$ cat src/rtl/uart_fifo_pkg.sv
// Shared constants and types for the UART data FIFO.
// Covers the default widths, the read-mode enum and the pointer-width helper.
package uart_fifo_pkg;

  localparam int DEF_DATA_WIDTH = 8;
  localparam int DEF_ADDR_WIDTH = 4;

  typedef enum logic {
    MODE_REG  = 1'b0,
    MODE_FWFT = 1'b1
  } fifo_mode_e;

  // Pointers carry one extra bit so full and empty are distinguishable.
  function automatic int ptr_width(input int addr_width);
    return addr_width + 1;
  endfunction

endpackage

$ cat src/rtl/uart_fifo_if.sv
// Bus between the APB register block (master) and the UART data FIFO (slave).
// A write or pop is a single-cycle request. The FIFO accepts it unless full/empty
// blocks it, and it has no ready back-pressure: a refused request only raises ovf/udf.
interface uart_fifo_if
  import uart_fifo_pkg::*;
#(
  parameter int DATA_WIDTH = DEF_DATA_WIDTH,
  parameter int ADDR_WIDTH = DEF_ADDR_WIDTH
);

  logic                  flush;
  logic                  wr_en;
  logic [DATA_WIDTH-1:0] wr_data;
  logic                  rd_en;
  logic [DATA_WIDTH-1:0] rd_data;
  logic                  rd_valid;
  logic                  full;
  logic                  empty;
  logic [ADDR_WIDTH:0]   fifo_fill_cnt;
  logic [ADDR_WIDTH:0]   rts_hi_th;
  logic [ADDR_WIDTH:0]   rts_lo_th;
  logic                  flow_ctrl_rts_n;
  logic [ADDR_WIDTH:0]   water_mark_th;
  logic                  water_mark_status;
  logic                  ovf;
  logic                  udf;
  logic                  err_clr;

  modport master (
    output flush, wr_en, wr_data, rd_en, rts_hi_th, rts_lo_th, water_mark_th, err_clr,
    input  rd_data, rd_valid, full, empty, fifo_fill_cnt, flow_ctrl_rts_n,
           water_mark_status, ovf, udf
  );

  modport slave (
    input  flush, wr_en, wr_data, rd_en, rts_hi_th, rts_lo_th, water_mark_th, err_clr,
    output rd_data, rd_valid, full, empty, fifo_fill_cnt, flow_ctrl_rts_n,
           water_mark_status, ovf, udf
  );

endinterface

$ cat src/rtl/uart_fifo_mem.sv
// Simple dual-port register array: synchronous write, asynchronous read.
// Storage is intentionally left unreset.
module uart_fifo_mem
  import uart_fifo_pkg::*;
#(
  parameter int DATA_WIDTH = DEF_DATA_WIDTH,
  parameter int ADDR_WIDTH = DEF_ADDR_WIDTH
) (
  input  logic                  clk,
  input  logic                  wr_en,
  input  logic [ADDR_WIDTH-1:0] wr_addr,
  input  logic [DATA_WIDTH-1:0] wr_data,
  input  logic [ADDR_WIDTH-1:0] rd_addr,
  output logic [DATA_WIDTH-1:0] rd_data
);

  logic [DATA_WIDTH-1:0] mem [2**ADDR_WIDTH];

  always_ff @(posedge clk) begin
    if (wr_en) mem[wr_addr] <= wr_data;
  end

  assign rd_data = mem[rd_addr];

endmodule

$ cat src/rtl/uart_fifo_ctrl.sv
// Single-clock UART data FIFO controller. It holds the pointers, occupancy,
// sticky error flags, RTS hysteresis and watermark, and supports registered or FWFT reads.
module uart_fifo_ctrl
  import uart_fifo_pkg::*;
#(
  parameter int DATA_WIDTH = DEF_DATA_WIDTH,
  parameter int ADDR_WIDTH = DEF_ADDR_WIDTH,
  parameter int FWFT       = 0
) (
  input logic       clk,
  input logic       rst_n,
  uart_fifo_if.slave bus
);

  localparam int         PW    = ptr_width(ADDR_WIDTH);
  localparam fifo_mode_e MODE  = (FWFT != 0) ? MODE_FWFT : MODE_REG;
  localparam logic [PW-1:0] DEPTH_CNT = PW'(2**ADDR_WIDTH);

  typedef logic [PW-1:0] ptr_t;

  ptr_t                  wr_ptr, rd_ptr, cnt, cnt_nxt;
  logic                  empty_r, full_r, ovf_r, udf_r, rts_r, wm_r;
  logic                  rd_acc, wr_acc, do_rd, do_wr;
  logic [DATA_WIDTH-1:0] head;

  always_comb begin
    rd_acc  = bus.rd_en && !empty_r;
    wr_acc  = bus.wr_en && (!full_r || rd_acc);
    do_rd   = rd_acc && !bus.flush;
    do_wr   = wr_acc && !bus.flush;
    cnt_nxt = cnt;
    if (bus.flush)            cnt_nxt = '0;
    else if (do_wr && !do_rd) cnt_nxt = cnt + ptr_t'(1);
    else if (do_rd && !do_wr) cnt_nxt = cnt - ptr_t'(1);
  end

  uart_fifo_mem #(
    .DATA_WIDTH(DATA_WIDTH),
    .ADDR_WIDTH(ADDR_WIDTH)
  ) u_mem (
    .clk     (clk),
    .wr_en   (do_wr),
    .wr_addr (wr_ptr[ADDR_WIDTH-1:0]),
    .wr_data (bus.wr_data),
    .rd_addr (rd_ptr[ADDR_WIDTH-1:0]),
    .rd_data (head)
  );

  always_ff @(posedge clk or negedge rst_n) begin
    if (!rst_n) begin
      wr_ptr  <= '0;
      rd_ptr  <= '0;
      cnt     <= '0;
      empty_r <= 1'b1;
      full_r  <= 1'b0;
      ovf_r   <= 1'b0;
      udf_r   <= 1'b0;
      rts_r   <= 1'b0;
      wm_r    <= 1'b0;
    end else begin
      if (bus.flush) begin
        wr_ptr <= '0;
        rd_ptr <= '0;
      end else begin
        if (do_wr) wr_ptr <= wr_ptr + ptr_t'(1);
        if (do_rd) rd_ptr <= rd_ptr + ptr_t'(1);
      end
      cnt     <= cnt_nxt;
      empty_r <= (cnt_nxt == '0);
      full_r  <= (cnt_nxt == DEPTH_CNT);
      // A fresh error outranks err_clr in the same cycle; flush suppresses new errors.
      ovf_r   <= (!bus.flush && bus.wr_en && !wr_acc) || (ovf_r && !bus.err_clr);
      udf_r   <= (!bus.flush && bus.rd_en && empty_r) || (udf_r && !bus.err_clr);
      if (cnt_nxt >= bus.rts_hi_th)      rts_r <= 1'b1;
      else if (cnt_nxt <= bus.rts_lo_th) rts_r <= 1'b0;
      wm_r    <= (cnt_nxt >= bus.water_mark_th);
    end
  end

  if (MODE == MODE_FWFT) begin : g_fwft
    // Head word is gated to zero while empty so the unreset array never leaks out.
    assign bus.rd_data  = empty_r ? '0 : head;
    assign bus.rd_valid = !empty_r;
  end else begin : g_reg
    logic [DATA_WIDTH-1:0] rd_data_r;
    logic                  rd_valid_r;

    always_ff @(posedge clk or negedge rst_n) begin
      if (!rst_n) begin
        rd_data_r  <= '0;
        rd_valid_r <= 1'b0;
      end else begin
        rd_valid_r <= do_rd;
        if (do_rd) rd_data_r <= head;
      end
    end

    assign bus.rd_data  = rd_data_r;
    assign bus.rd_valid = rd_valid_r;
  end

  assign bus.full              = full_r;
  assign bus.empty             = empty_r;
  assign bus.fifo_fill_cnt     = cnt;
  assign bus.flow_ctrl_rts_n   = rts_r;
  assign bus.water_mark_status = wm_r;
  assign bus.ovf               = ovf_r;
  assign bus.udf               = udf_r;

endmodule

$ cat src/flat_wrapper.sv
// flat-port wrapper written by rule: the top's interface ports become plain ports
module uart_fifo_ctrl_flat import uart_fifo_pkg::*;
#(
  parameter int DATA_WIDTH = DEF_DATA_WIDTH,
  parameter int ADDR_WIDTH = DEF_ADDR_WIDTH,
  parameter int FWFT       = 0
)
  (clk, rst_n, bus_flush, bus_wr_en, bus_wr_data, bus_rd_en, bus_rts_hi_th, bus_rts_lo_th, bus_water_mark_th, bus_err_clr, bus_rd_data, bus_rd_valid, bus_full, bus_empty, bus_fifo_fill_cnt, bus_flow_ctrl_rts_n, bus_water_mark_status, bus_ovf, bus_udf);
  uart_fifo_if #(.DATA_WIDTH(DATA_WIDTH), .ADDR_WIDTH(ADDR_WIDTH)) bus_i ();
  input logic clk;
  input logic rst_n;
  input wire logic [$bits(bus_i.flush)-1:0] bus_flush;
  input wire logic [$bits(bus_i.wr_en)-1:0] bus_wr_en;
  input wire logic [$bits(bus_i.wr_data)-1:0] bus_wr_data;
  input wire logic [$bits(bus_i.rd_en)-1:0] bus_rd_en;
  input wire logic [$bits(bus_i.rts_hi_th)-1:0] bus_rts_hi_th;
  input wire logic [$bits(bus_i.rts_lo_th)-1:0] bus_rts_lo_th;
  input wire logic [$bits(bus_i.water_mark_th)-1:0] bus_water_mark_th;
  input wire logic [$bits(bus_i.err_clr)-1:0] bus_err_clr;
  output wire logic [$bits(bus_i.rd_data)-1:0] bus_rd_data;
  output wire logic [$bits(bus_i.rd_valid)-1:0] bus_rd_valid;
  output wire logic [$bits(bus_i.full)-1:0] bus_full;
  output wire logic [$bits(bus_i.empty)-1:0] bus_empty;
  output wire logic [$bits(bus_i.fifo_fill_cnt)-1:0] bus_fifo_fill_cnt;
  output wire logic [$bits(bus_i.flow_ctrl_rts_n)-1:0] bus_flow_ctrl_rts_n;
  output wire logic [$bits(bus_i.water_mark_status)-1:0] bus_water_mark_status;
  output wire logic [$bits(bus_i.ovf)-1:0] bus_ovf;
  output wire logic [$bits(bus_i.udf)-1:0] bus_udf;
  assign bus_i.flush = bus_flush;
  assign bus_i.wr_en = bus_wr_en;
  assign bus_i.wr_data = bus_wr_data;
  assign bus_i.rd_en = bus_rd_en;
  assign bus_i.rts_hi_th = bus_rts_hi_th;
  assign bus_i.rts_lo_th = bus_rts_lo_th;
  assign bus_i.water_mark_th = bus_water_mark_th;
  assign bus_i.err_clr = bus_err_clr;
  assign bus_rd_data = bus_i.rd_data;
  assign bus_rd_valid = bus_i.rd_valid;
  assign bus_full = bus_i.full;
  assign bus_empty = bus_i.empty;
  assign bus_fifo_fill_cnt = bus_i.fifo_fill_cnt;
  assign bus_flow_ctrl_rts_n = bus_i.flow_ctrl_rts_n;
  assign bus_water_mark_status = bus_i.water_mark_status;
  assign bus_ovf = bus_i.ovf;
  assign bus_udf = bus_i.udf;
  uart_fifo_ctrl #(.DATA_WIDTH(DATA_WIDTH), .ADDR_WIDTH(ADDR_WIDTH), .FWFT(FWFT)) u_core (.clk(clk), .rst_n(rst_n), .bus(bus_i));
endmodule
$ cat config.mk
export PLATFORM = sky130hd
export DESIGN_NAME = uart_fifo_ctrl_flat
export DESIGN_NICKNAME = d
export VERILOG_FILES = /design/src/rtl/uart_fifo_pkg.sv /design/src/rtl/uart_fifo_if.sv /design/src/rtl/uart_fifo_mem.sv /design/src/rtl/uart_fifo_ctrl.sv /design/src/flat_wrapper.sv
export SDC_FILE = /design/constraint.sdc
export NUM_CORES = 1
export LEC_CHECK = 0
export CAP_MARGIN = 20
export CORE_MARGIN = 2
export CORE_UTILIZATION = 38
export CTS_CLUSTER_DIAMETER = 100
export CTS_CLUSTER_SIZE = 24
export DETAILED_ROUTE_END_ITERATION = 10
export DONT_BUFFER_PORTS = 1
export PLACE_DENSITY_LB_ADDON = 0.25
export SYNTH_ARGS = -nofsm -noshare
export SYNTH_HDL_FRONTEND = slang
export SYNTH_SLANG_ARGS = --single-unit
$ cat constraint.sdc
create_clock -name clk -period 4.7 [get_ports clk]
set_clock_uncertainty 0.1 [all_clocks]
set_input_delay 0.235 -clock clk [delete_from_list [all_inputs] [get_ports clk]]
set_output_delay 0.235 -clock clk [all_outputs]
set_load 0.02 [all_outputs]
==> impl_metrics.tcl, run 1 <==
set metrics [dict create \
    leakage_nw 2.65 \
    first_global_vias 3573 \
    synthArstFlopShare_pct 17.9 \
    gp_congestion 0.829 \
    placed_cells 605 \
    setup.worst_path.class "flop to flop" \
    worst_skew_pair.late_latency_ps 430 \
    crit_fanout 8 \
    layout-drive-gt1-share_pct 18.5 \
    vias 3457 \
    fin_ws_ps 1690 \
    fin_cells 652 \
    cp_num_buf_inv 0 \
    synth_seq_cells 156 \
    areaGrowthSynthToFinish_pct 14.0 \
    core-area_um2 17200 \
    worstPathRequired_ps 4910 \
    post_dp_cell_area_um2 6930 \
    std_cell_rows 48 \
    synth_area_per_cell_um2 16.9 \
    pre_cts_ws_ps 1690 \
    initial_utilization_pct 38.7 \
    antenna_found_initial 1 \
    tightest_slew_ps 981 \
    post-route-period-util_pct 63.9 \
    cp_top_family "compound AO/OA/AOI/OAI gates" \
    cts_resized 0 \
    synth_ff_type "edfxtp_1" \
    cpPeakStageDelay_ps 620 \
    grt_max_degree 29 \
    worstPathCellList "nand2b_1 -> mux2i_1 -> xnor2_1 -> nand2_1 -> ha_1 -> nand2b_1 -> a21o_1 -> a21o_1 -> a21o_1 -> a211o_1" \
    syn_nets 445 \
    seq_area_frac_synth_pct 68.3 \
    maxCapViolCount 0 \
    dieArea_um2 18600 \
    clockBufferDepth 2 \
    cp_slowest_cell "dfstp_2" \
    worstPathArrival_ps 3210 \
    htreeDepth 4 \
    grt_pass1_wl_mm 21.0 \
    root_buffer "clkbuf_16" \
    first_pass_iters 4 \
    start_kind "flop" \
    relSlewSlack_pct 34.3 \
    nNetsFinal 464 \
    synth_area_um2 6650 \
    p_total_mw 3.31 \
    ys_types 43 \
    period_needed_ps 3010 \
    final_cell_mix "128 x edfxtp_1, 32 x mux4_2, 26 x dfrtp_1, 24 x nand2_1" \
    yosysWarnings 0 \
    hold_viol_final 0 \
    setup_violations 0 \
    fp.dieH_um 136 \
    r2r_cells 10 \
    path_clk_slew_ps 60 \
    clock-sinks 156 \
    post_cts_buffers 0 \
    synth_edf_count 128 \
    powerDensity_nw_per_um2 437 \
    layout_commonest_cell "edfxtp_1" \
    status "completed" \
    tns_ps 0 \
    hold_path.class "input port to flop" \
    wl_mm 13.5 \
    overflow 0 \
    cts_tree "done" \
    final_area_um2 7590 \
    cp_common_cell "a21o_1" \
    ir_drop_mv 0.258 \
    route.detailed.drc 0 \
    syn_inst 394 \
    n_fill_cell 1539 \
    slew_violations 0 \
    crit_path_end_kind "flop" \
    timing.fmax_mhz 333 \
    rsz0062_at_grt "no" \
    wire_per_inst_um 20.8 \
    die_w_um 136 \
    hold-path-cell-count 3 \
    crit_cells 10 \
    gr-usage-all-layers_pct 15.7 \
    ios 49 \
    viasPerCell 5.30 \
    cts-buffers-inserted 17 \
    final_antenna_net_count 0 \
    hpwl_mm 8.67 \
    io_buffer_count 0 \
    drtIter0Drc 216 \
]
-- Yosys cell counts (2+ instances only) --
master	count	area share, %
dfrtp_1	27	10
nand2b_1	4	0.38
o221ai_1	8	1.1
nand3_1	5	0.38
mux4_2	32	11
xnor2_1	3	0.40
nor2_1	16	0.90
nand4_1	3	0.28
o21ai_0	2	0.15
inv_1	22	1.2
nand2_1	24	1.4
a21o_1	8	0.90
buf_2	8	0.60
clkbuf_1	9	0.51
nand3b_1	3	0.34
nor2b_1	2	0.19
nor3_1	12	0.90
nor4_1	3	0.28
a21oi_1	8	0.60
xor2_1	5	0.66
ha_1	22	4.1
edfxtp_1	128	58
o21a_1	4	0.45
mux2i_1	17	2.6
-- path summary, 6_finish.rpt --
kind,to,slack [ps],from
setup reg to reg,u_core.bus.flow_ctrl_rts_n,1690,u_core.bus.empty
min in group asynchronous,u_core.bus.fifo_fill_cnt[0],140,rst_n
hold reg to reg,u_core.rd_ptr[3],480,u_core.rd_ptr[3]
setup / recovery,u_core.bus.flow_ctrl_rts_n,1690,u_core.bus.empty
max in group asynchronous,u_core.bus.empty,4120,rst_n
hold / removal,u_core.bus.water_mark_status,9,bus_water_mark_th[4]
-- power by group --
part | internal [mW] | leakage, nW | switching, mW
Sequential | 1.57 | 1.52 | 0.158
Clock | 0.668 | 0.247 | 0.521
Combinational | 0.205 | 0.887 | 0.196
-- metrics by stage --
stage               utilization (%)  hold WS (ps)
global placement               40.3          -160
detailed placement             40.3          -160
floorplan                         -          -161
global route                   44.2          39.8
finish                         44.2          9.35
CTS                            44.2          2.26
-- cell families (layout without fill, tap and decap cells) --
family,Yosys count,count (layout),synth area share [%]
flip-flops,156,156,68.3
AND/OR/NAND/NOR,78,78,6.06
multiplexers,50,50,13.6
buffers and inverters,41,73,2.58
AO/OA/AOI/OAI,39,39,4.29
adder cells (fa/ha/maj),22,22,4.14
XOR/XNOR,8,8,1.05
other,0,1,0
-- metal layers --
layer / track usage [%] / up-vias / part of all wire, % / wire (um)
met2: 25.9 / 68 / 51 / 6870
met5: 0 / - / 0 / 0
met3: 3.95 / 10 / 4.2 / 572
met1: 19.8 / 1804 / 44 / 5890
met4: 6.66 / 0 / 1.5 / 201
li1: - / 1575 / - / -
-- state kept, by name (all words and copies together) (netlist names), 4 cells and up --
name	flops
u_core.bus.rd_data	8
u_core.u_mem.mem	128
u_core.rd_ptr	4
u_core.wr_ptr	4
u_core.bus.fifo_fill_cnt	5
-- repair_timing --
action	in CTS	in global routing
setup endpoints to repair	0	0
endpoints found under the hold margin	170	0
hold buffers	14	0
-- area by class of cell --
cell class              count  area [um^2]  area share, %
diodes                      1         2.50         0.0330
clock buffers              20          437           5.76
clock inverters            12         72.6          0.956
inverters                  22         82.6           1.09
multi-input cells         197         1980           26.1
flip-flops and latches    156         4550           59.9
well taps                 225          282           3.71
repair buffers             19          188           2.47
-- worst register-to-register path, delay by kind of cell (launching register included) --
family / cells / cell delay (ps)
compound gates: 4 / 800
flops: 1 / 620
simple gates: 3 / 620
fa+ha+maj: 1 / 310
mux: 1 / 270
xor+xnor: 1 / 180
Note: power is estimated with default switching activity, not from simulation.
==> inputs of run 2 (changes only) <==
--- a/config.mk
+++ b/config.mk
@@ -5,6 +5,7 @@
 export SDC_FILE = /design/constraint.sdc
 export NUM_CORES = 1
 export LEC_CHECK = 0
+export ABC_AREA = 1
 export CAP_MARGIN = 20
 export CORE_MARGIN = 2
 export CORE_UTILIZATION = 38
==> constraint.sdc (replaced) <==
create_clock -name clk -period 2.6 [get_ports clk]
set_clock_uncertainty 0.1 [all_clocks]
set_input_delay 0.13 -clock clk [delete_from_list [all_inputs] [get_ports clk]]
set_output_delay 0.13 -clock clk [all_outputs]
set_load 0.02 [all_outputs]
==> impl_metrics.tcl, run 2 <==
set metrics [dict create \
    worstPathRequired_ps 2820 \
    grt_max_degree 40 \
    p_total_mw 6.31 \
    htreeDepth 4 \
    leakage_nw 3.25 \
    hold_path.class "input port to flop" \
    vias 4746 \
    synthTopCellsByCount "128 x edfxtp_1, 79 x inv_1, 78 x nand2_1, 78 x nor3_1, 51 x nor2_1" \
    multiInputGateArea_um2 1940 \
    ir_drop_mv 0.439 \
    gp_congestion 0.824 \
    powerDensity_nw_per_um2 777 \
    syn_inst 644 \
    post-route-period-util_pct 94.1 \
    hold_ws_ps 20.3 \
    final_util_pct 45.2 \
    cts_tree "done" \
    rsz0062_at_grt "no" \
    route.detailed.drc 0 \
    layout_commonest_cell "edfxtp_1" \
    viasPerCell 5.13 \
    gr-usage-all-layers_pct 16.6 \
    nNetsFinal 734 \
    synth_area_um2 6970 \
    hpwl_mm 10.5 \
    layout-drive-gt1-share_pct 11.5 \
    tns_ps 0 \
    setup.worst_path.class "flop to flop" \
    cp_num_buf_inv 3 \
    post-synth-top-area-cell "edfxtp_1" \
    final_antenna_net_count 0 \
    maxCapViolCount 0 \
    synth_area_per_cell_um2 10.8 \
    worstPathCellList "inv_2 -> nand2_1 -> nand4_4 -> nor2_1 -> nand3b_1 -> inv_1 -> ha_1 -> nand2_1 -> inv_1 -> o21ai_0 -> o211ai_1 -> a31oi_1 -> nand2_1" \
    first_pass_iters 5 \
    power.share.clock_pct 39.0 \
    placed_cells 873 \
    synthSimpleGateAreaFrac_pct 16.8 \
    fin_cells 926 \
    status "completed" \
    synth_seq_cells 156 \
    worstSetupStartpoint "u_core.bus.empty" \
    fp.dieH_um 139 \
    internal_power_mw 4.53 \
    setup_violations 0 \
    worst_skew_pair.late_latency_ps 430 \
    n_fill_cell 1629 \
    swShare_pct 28.1 \
    synth_edf_count 128 \
    p_comb_share_pct 13.0 \
    relSlewSlack_pct 56.0 \
    cp_slowest_cell "dfstp_2" \
    slew_violations 0 \
    largest_reg_flops 128 \
    clock-sinks 156 \
    synth_compound_area_share_pct 6.99 \
    synthArstFlopShare_pct 17.9 \
    synth_top_family_by_area "simple AND/OR/NAND/NOR gates" \
    cp_top_family "simple AND/OR/NAND/NOR gates" \
    core-area_um2 18000 \
    synth_most_common_cell "edfxtp_1" \
    root_buffer "clkbuf_16" \
    worstPathArrival_ps 2660 \
    drtIter0Drc 292 \
    cpPeakStageDelay_ps 530 \
    period_needed_ps 2450 \
    path_clk_slew_ps 60 \
    crit_fanout 10 \
    r2r_start "u_core.bus.empty" \
    ios 49 \
    holdCritStartpoint "bus_wr_en" \
    tightest_slew_ps 659 \
    grt_pass1_wl_mm 24.7 \
    synth_fa_ha_area_share_pct 3.95 \
    synth_area_leaders "edfxtp_1 55%, dfrtp_1 9.7%, nor3_1 5.6%" \
    power_frac_seq_pct 48.0 \
    timing.fmax_mhz 409 \
    cts-buffers-inserted 17 \
    ys_types 33 \
    yosysWarnings 0 \
    synth_ff_type "edfxtp_1" \
    seq_area_frac_synth_pct 65.2 \
    start_kind "flop" \
    r2r_slack_ps 150 \
    synth.area.mux_share_pct 0 \
    dieArea_um2 19400 \
    areaGrowthSynthToFinish_pct 16.6 \
    area.sequential_um2 4550 \
    switching_power_mw 1.77 \
    yosysTopAreaCellShare_pct 55.2 \
    syn_nets 695 \
    hold_viol_final 0 \
    clockBufferDepth 2 \
    wl_mm 15.5 \
    crit_path_end_kind "flop" \
    wire_per_inst_um 16.8 \
    cp_common_cell "nand2_1" \
    initial_utilization_pct 38.8 \
    die_w_um 139 \
    synth_xor_area_share_pct 0.126 \
    regMostFlops "u_core.u_mem.mem" \
    overflow 0 \
    std_cell_rows 49 \
    io_buffer_count 0 \
    antenna_found_initial 1 \
    first_global_vias 4647 \
    final_cell_mix "128 x edfxtp_1, 79 x inv_1, 78 x nand2_1, 78 x nor3_1, 51 x nor2_1" \
]
==> run 2: per-layer routing <==
| layer | share of wire, % | wire length (um) | global-route usage, % |
|---|---|---|---|
| met2 | 49 | 7570 | 27.3 |
| met5 | 0 | 0 | 0 |
| met4 | 1.7 | 260 | 6.49 |
| met1 | 45 | 7040 | 21.3 |
| met3 | 4.2 | 653 | 3.96 |
==> run 2: power by group through the flow <==
stage,clock (mW),combinational (mW),sequential (mW)
floorplan,0,0.551,3.06
global placement,0,0.724,3.08
detailed placement,0,0.747,3.08
CTS,2.50,0.828,3.03
global route,2.61,0.931,3.04
finish,2.46,0.818,3.03
==> run 2: cell type report <==
type                    count  area share (%)
flip-flops and latches    156            56.0
inverters                  87            4.05
clock inverters            15            2.03
diodes                      1          0.0308
well taps                 229            3.53
clock buffers              17            5.24
multi-input cells         373            23.9
repair buffers             48            5.21
==> run 2: final timing paths <==
kind	end	cells after the start
worst max-delay path	u_core.bus.flow_ctrl_rts_n	13
worst min-delay path	u_core.bus.full	4
worst max register to register	u_core.bus.flow_ctrl_rts_n	13
worst min register to register	u_core.wr_ptr[2]	2
max in group asynchronous	u_core.bus.empty	2
min in group asynchronous	u_core.bus.fifo_fill_cnt[2]	2
==> run 2: timing repair <==
| item | in CTS | in global routing |
|---|---|---|
| gates resized for setup | 0 | 1 |
| endpoints found under the setup margin | 0 | 1 |
| setup buffers | 0 | 0 |
| hold buffers | 20 | 0 |
| endpoints found under the hold margin | 209 | 0 |
==> run 2: through the flow <==
stage	instance area (um^2)	setup slack [ps]
2_1_floorplan	6970	288
3_3_place_gp	7310	336
3_5_place_dp	7310	211
4_1_cts	8120	83.8
5_1_grt	8120	20.1
6_report	8120	153
==> run 2: cell families (layout without fill, tap and decap cells) <==
logic type | Yosys count | after routing
DFF | 156 | 156
adders and majority gates | 22 | 22
xor gates and xnor gates | 1 | 1
buffers and inverters | 115 | 167
AOI/OAI and AO/OA | 93 | 93
other | 0 | 1
and+or+nand+nor | 257 | 257
==> run 2: worst reg2reg max path, cell delays in order (launching register included) <==
cell and delay [ps]:
dfstp_2 530, inv_2 40, nand2_1 150, nand4_4 180, nor2_1 170, nand3b_1 140
inv_1 110, ha_1 320, nand2_1 70, inv_1 30, o21ai_0 140, o211ai_1 110
a31oi_1 160, nand2_1 70
==> inputs of run 3 (changes only) <==
--- a/config.mk
+++ b/config.mk
@@ -9,11 +9,11 @@
 export CAP_MARGIN = 20
 export CORE_MARGIN = 2
 export CORE_UTILIZATION = 38
-export CTS_CLUSTER_DIAMETER = 100
 export CTS_CLUSTER_SIZE = 24
 export DETAILED_ROUTE_END_ITERATION = 10
 export DONT_BUFFER_PORTS = 1
 export PLACE_DENSITY_LB_ADDON = 0.25
 export SYNTH_ARGS = -nofsm -noshare
 export SYNTH_HDL_FRONTEND = slang
+export SYNTH_HIERARCHICAL = 1
 export SYNTH_SLANG_ARGS = --single-unit
==> impl_metrics.tcl, run 3 <==
set metrics [dict create \
    status "completed" \
    maxCapViolCount 0 \
    post_cts_buffers 0 \
    std_cell_rows 50 \
    ir_drop_mv 0.445 \
    synth_seq_cells 156 \
    cp_num_buf_inv 4 \
    core-area_um2 18900 \
    crit_fanout 15 \
    setup.worst_path.class "input port to flop" \
    initial_utilization_pct 39.0 \
    grt_max_degree 69 \
    vias 5013 \
    synth_ff_type "edfxtp_1" \
    top_usage_layer "met2" \
    cpPeakStageDelay_ps 630 \
    worstPathArrival_ps 2510 \
    syn_nets 818 \
    start_kind "input port" \
    regMostFlops "u_core/u_mem/mem" \
    synth_area_leaders "edfxtp_1 52%, nand2_1 12%, dfrtp_1 9.2%" \
    powerDensity_nw_per_um2 792 \
    dieArea_um2 20500 \
    synth_most_common_cell "nand2_1" \
    gr-usage-met2_pct 29.5 \
    synthArstFlopShare_pct 17.9 \
    first_pass_iters 5 \
    cp_common_cell "nand3_1" \
    yosysTopAreaCellShare_pct 52.1 \
    tightest_slew_ps 833 \
    nNetsFinal 858 \
    synth_area_um2 7370 \
    worstPathRequired_ps 2800 \
    grt_use_met3_pct 3.37 \
    crit_cells 13 \
    synthTopCellsByCount "238 x nand2_1, 140 x inv_1, 128 x edfxtp_1" \
    die_w_um 143 \
    htreeDepth 4 \
    layout-drive-gt1-share_pct 8.91 \
    leakage_nw 3.87 \
    clock-sinks 156 \
    gr-usage-all-layers_pct 17.5 \
    viasPerCell 4.65 \
    syn_inst 770 \
    post-synth-top-area-cell "edfxtp_1" \
    overflow 0 \
    post-route-period-util_pct 89.0 \
    wl_mm 16.7 \
    pre_cts_ws_ps 203 \
    ios 49 \
    clockBufferDepth 2 \
    antenna_found_initial 0 \
    hpwl_mm 10.5 \
    root_buffer "clkbuf_16" \
    areaGrowthSynthToFinish_pct 15.8 \
    final_antenna_net_count 0 \
    cp_slowest_cell "dlygate4sd3_1" \
    layout_commonest_cell "nand2_1" \
    io_buffer_count 0 \
    yosysWarnings 6 \
    slew_violations 0 \
    worst_skew_pair.late_latency_ps 420 \
    relSlewSlack_pct 44.3 \
    seq_area_frac_synth_pct 61.6 \
    cts_tree "done" \
    route.detailed.drc 0 \
    ys_types 32 \
    r2r_cells 13 \
    n_antenna_cell 0 \
    rsz0062_at_grt "no" \
    gp_congestion 0.853 \
    largest_reg_flops 128 \
    worstPathCellList "dlygate4sd3_1 -> inv_2 -> nand4_4 -> nand3_1 -> nand3_1 -> inv_1 -> ha_1 -> inv_1 -> a21oi_1 -> o21ai_0 -> a21oi_1 -> o21ai_0 -> nand3_1" \
    synth_edf_count 128 \
    tns_ps 0 \
    cts-buffers-inserted 17 \
    setup_violations 0 \
    final_cell_mix "238 x nand2_1, 140 x inv_1, 128 x edfxtp_1, 113 x nand3_1" \
    fin_ws_ps 285 \
    wire_per_inst_um 15.4 \
    timing.fmax_mhz 432 \
    hold-path-cell-count 4 \
    path_clk_slew_ps 60 \
    hold_path.class "input port to flop" \
    first_global_vias 4881 \
    drtIter0Drc 382 \
    grtUsageMet1_pct 22.3 \
    cp_top_family "buffers and inverters" \
    synth_area_per_cell_um2 9.58 \
    period_needed_ps 2310 \
    grt_pass1_wl_mm 26.5 \
    hold_viol_final 0 \
    fp.dieH_um 143 \
    crit_path_end_kind "flop" \
]
## run 3: worst min-delay path: stages
cell     delay, ps
ha_1           110
nand4_1         90
nand3_1         90
nand3_1         70
## run 3: cell type report
class                           count  area [um^2]
Clock inverter                      8          146
Sequential cell                   156         4550
Inverter                          149          559
Tap cell                          260          325
Multi-Input combinational cell    438         2090
Clock buffer                       20          437
Timing Repair Buffer               48          435
Fill cell                        1813        10400
## run 3: cells by family after synthesis
| family | synth area share, % |
|---|---|
| compound gates | 2.09 |
| simple gates | 23.0 |
| flops | 61.6 |
| buf+inv | 10.0 |
| fa+ha+maj | 3.22 |
## run 3: per-layer routing
| metal | vias to the layer above | wire length (um) |
|---|---|---|
| li1 | 2540 | - |
| met1 | 2343 | 7250 |
| met2 | 116 | 8430 |
| met3 | 14 | 717 |
| met4 | 0 | 258 |
| met5 | - | 0 |
## run 3: where the power goes
part,switching [mW],leakage [nW],internal [mW]
Combinational,0.801,2.08,0.383
Sequential,0.217,1.52,2.87
Clock,0.907,0.282,1.58
Total,1.93,3.87,4.84
## run 3: path summary, 6_finish.rpt
kind | from | end | slack (ps)
setup / recovery | bus_flush | u_core/bus.flow_ctrl_rts_n | 290
hold / removal | bus_rts_lo_th[0] | u_core/bus.flow_ctrl_rts_n | 10
setup reg to reg | u_core/bus.empty | u_core/bus.flow_ctrl_rts_n | 290
hold reg to reg | u_core/wr_ptr[2] | u_core/wr_ptr[2] | 450
max in group asynchronous | rst_n | u_core/bus.empty | 2120
min in group asynchronous | rst_n | u_core/bus.rd_data[1] | 50
## run 3: through the flow
step	util (%)	power (mW)	std cells	instance area [um^2]	hold slack, ps
global route	45.2	7.10	1079	8540	24.5
floorplan	-	3.95	770	7370	-266
CTS	45.2	6.83	1079	8540	2.97
global placement	40.9	4.24	1030	7730	-265
finish	45.2	6.76	1079	8540	12.9
detailed placement	40.9	4.25	1030	7730	-265
## run 3: repair_timing
| item | in CTS | in global routing |
|---|---|---|
| endpoints found under the hold margin | 180 | 0 |
| gates resized for setup | 0 | 1 |
| endpoints found under the setup margin | 0 | 1 |
| hold buffers | 21 | 0 |
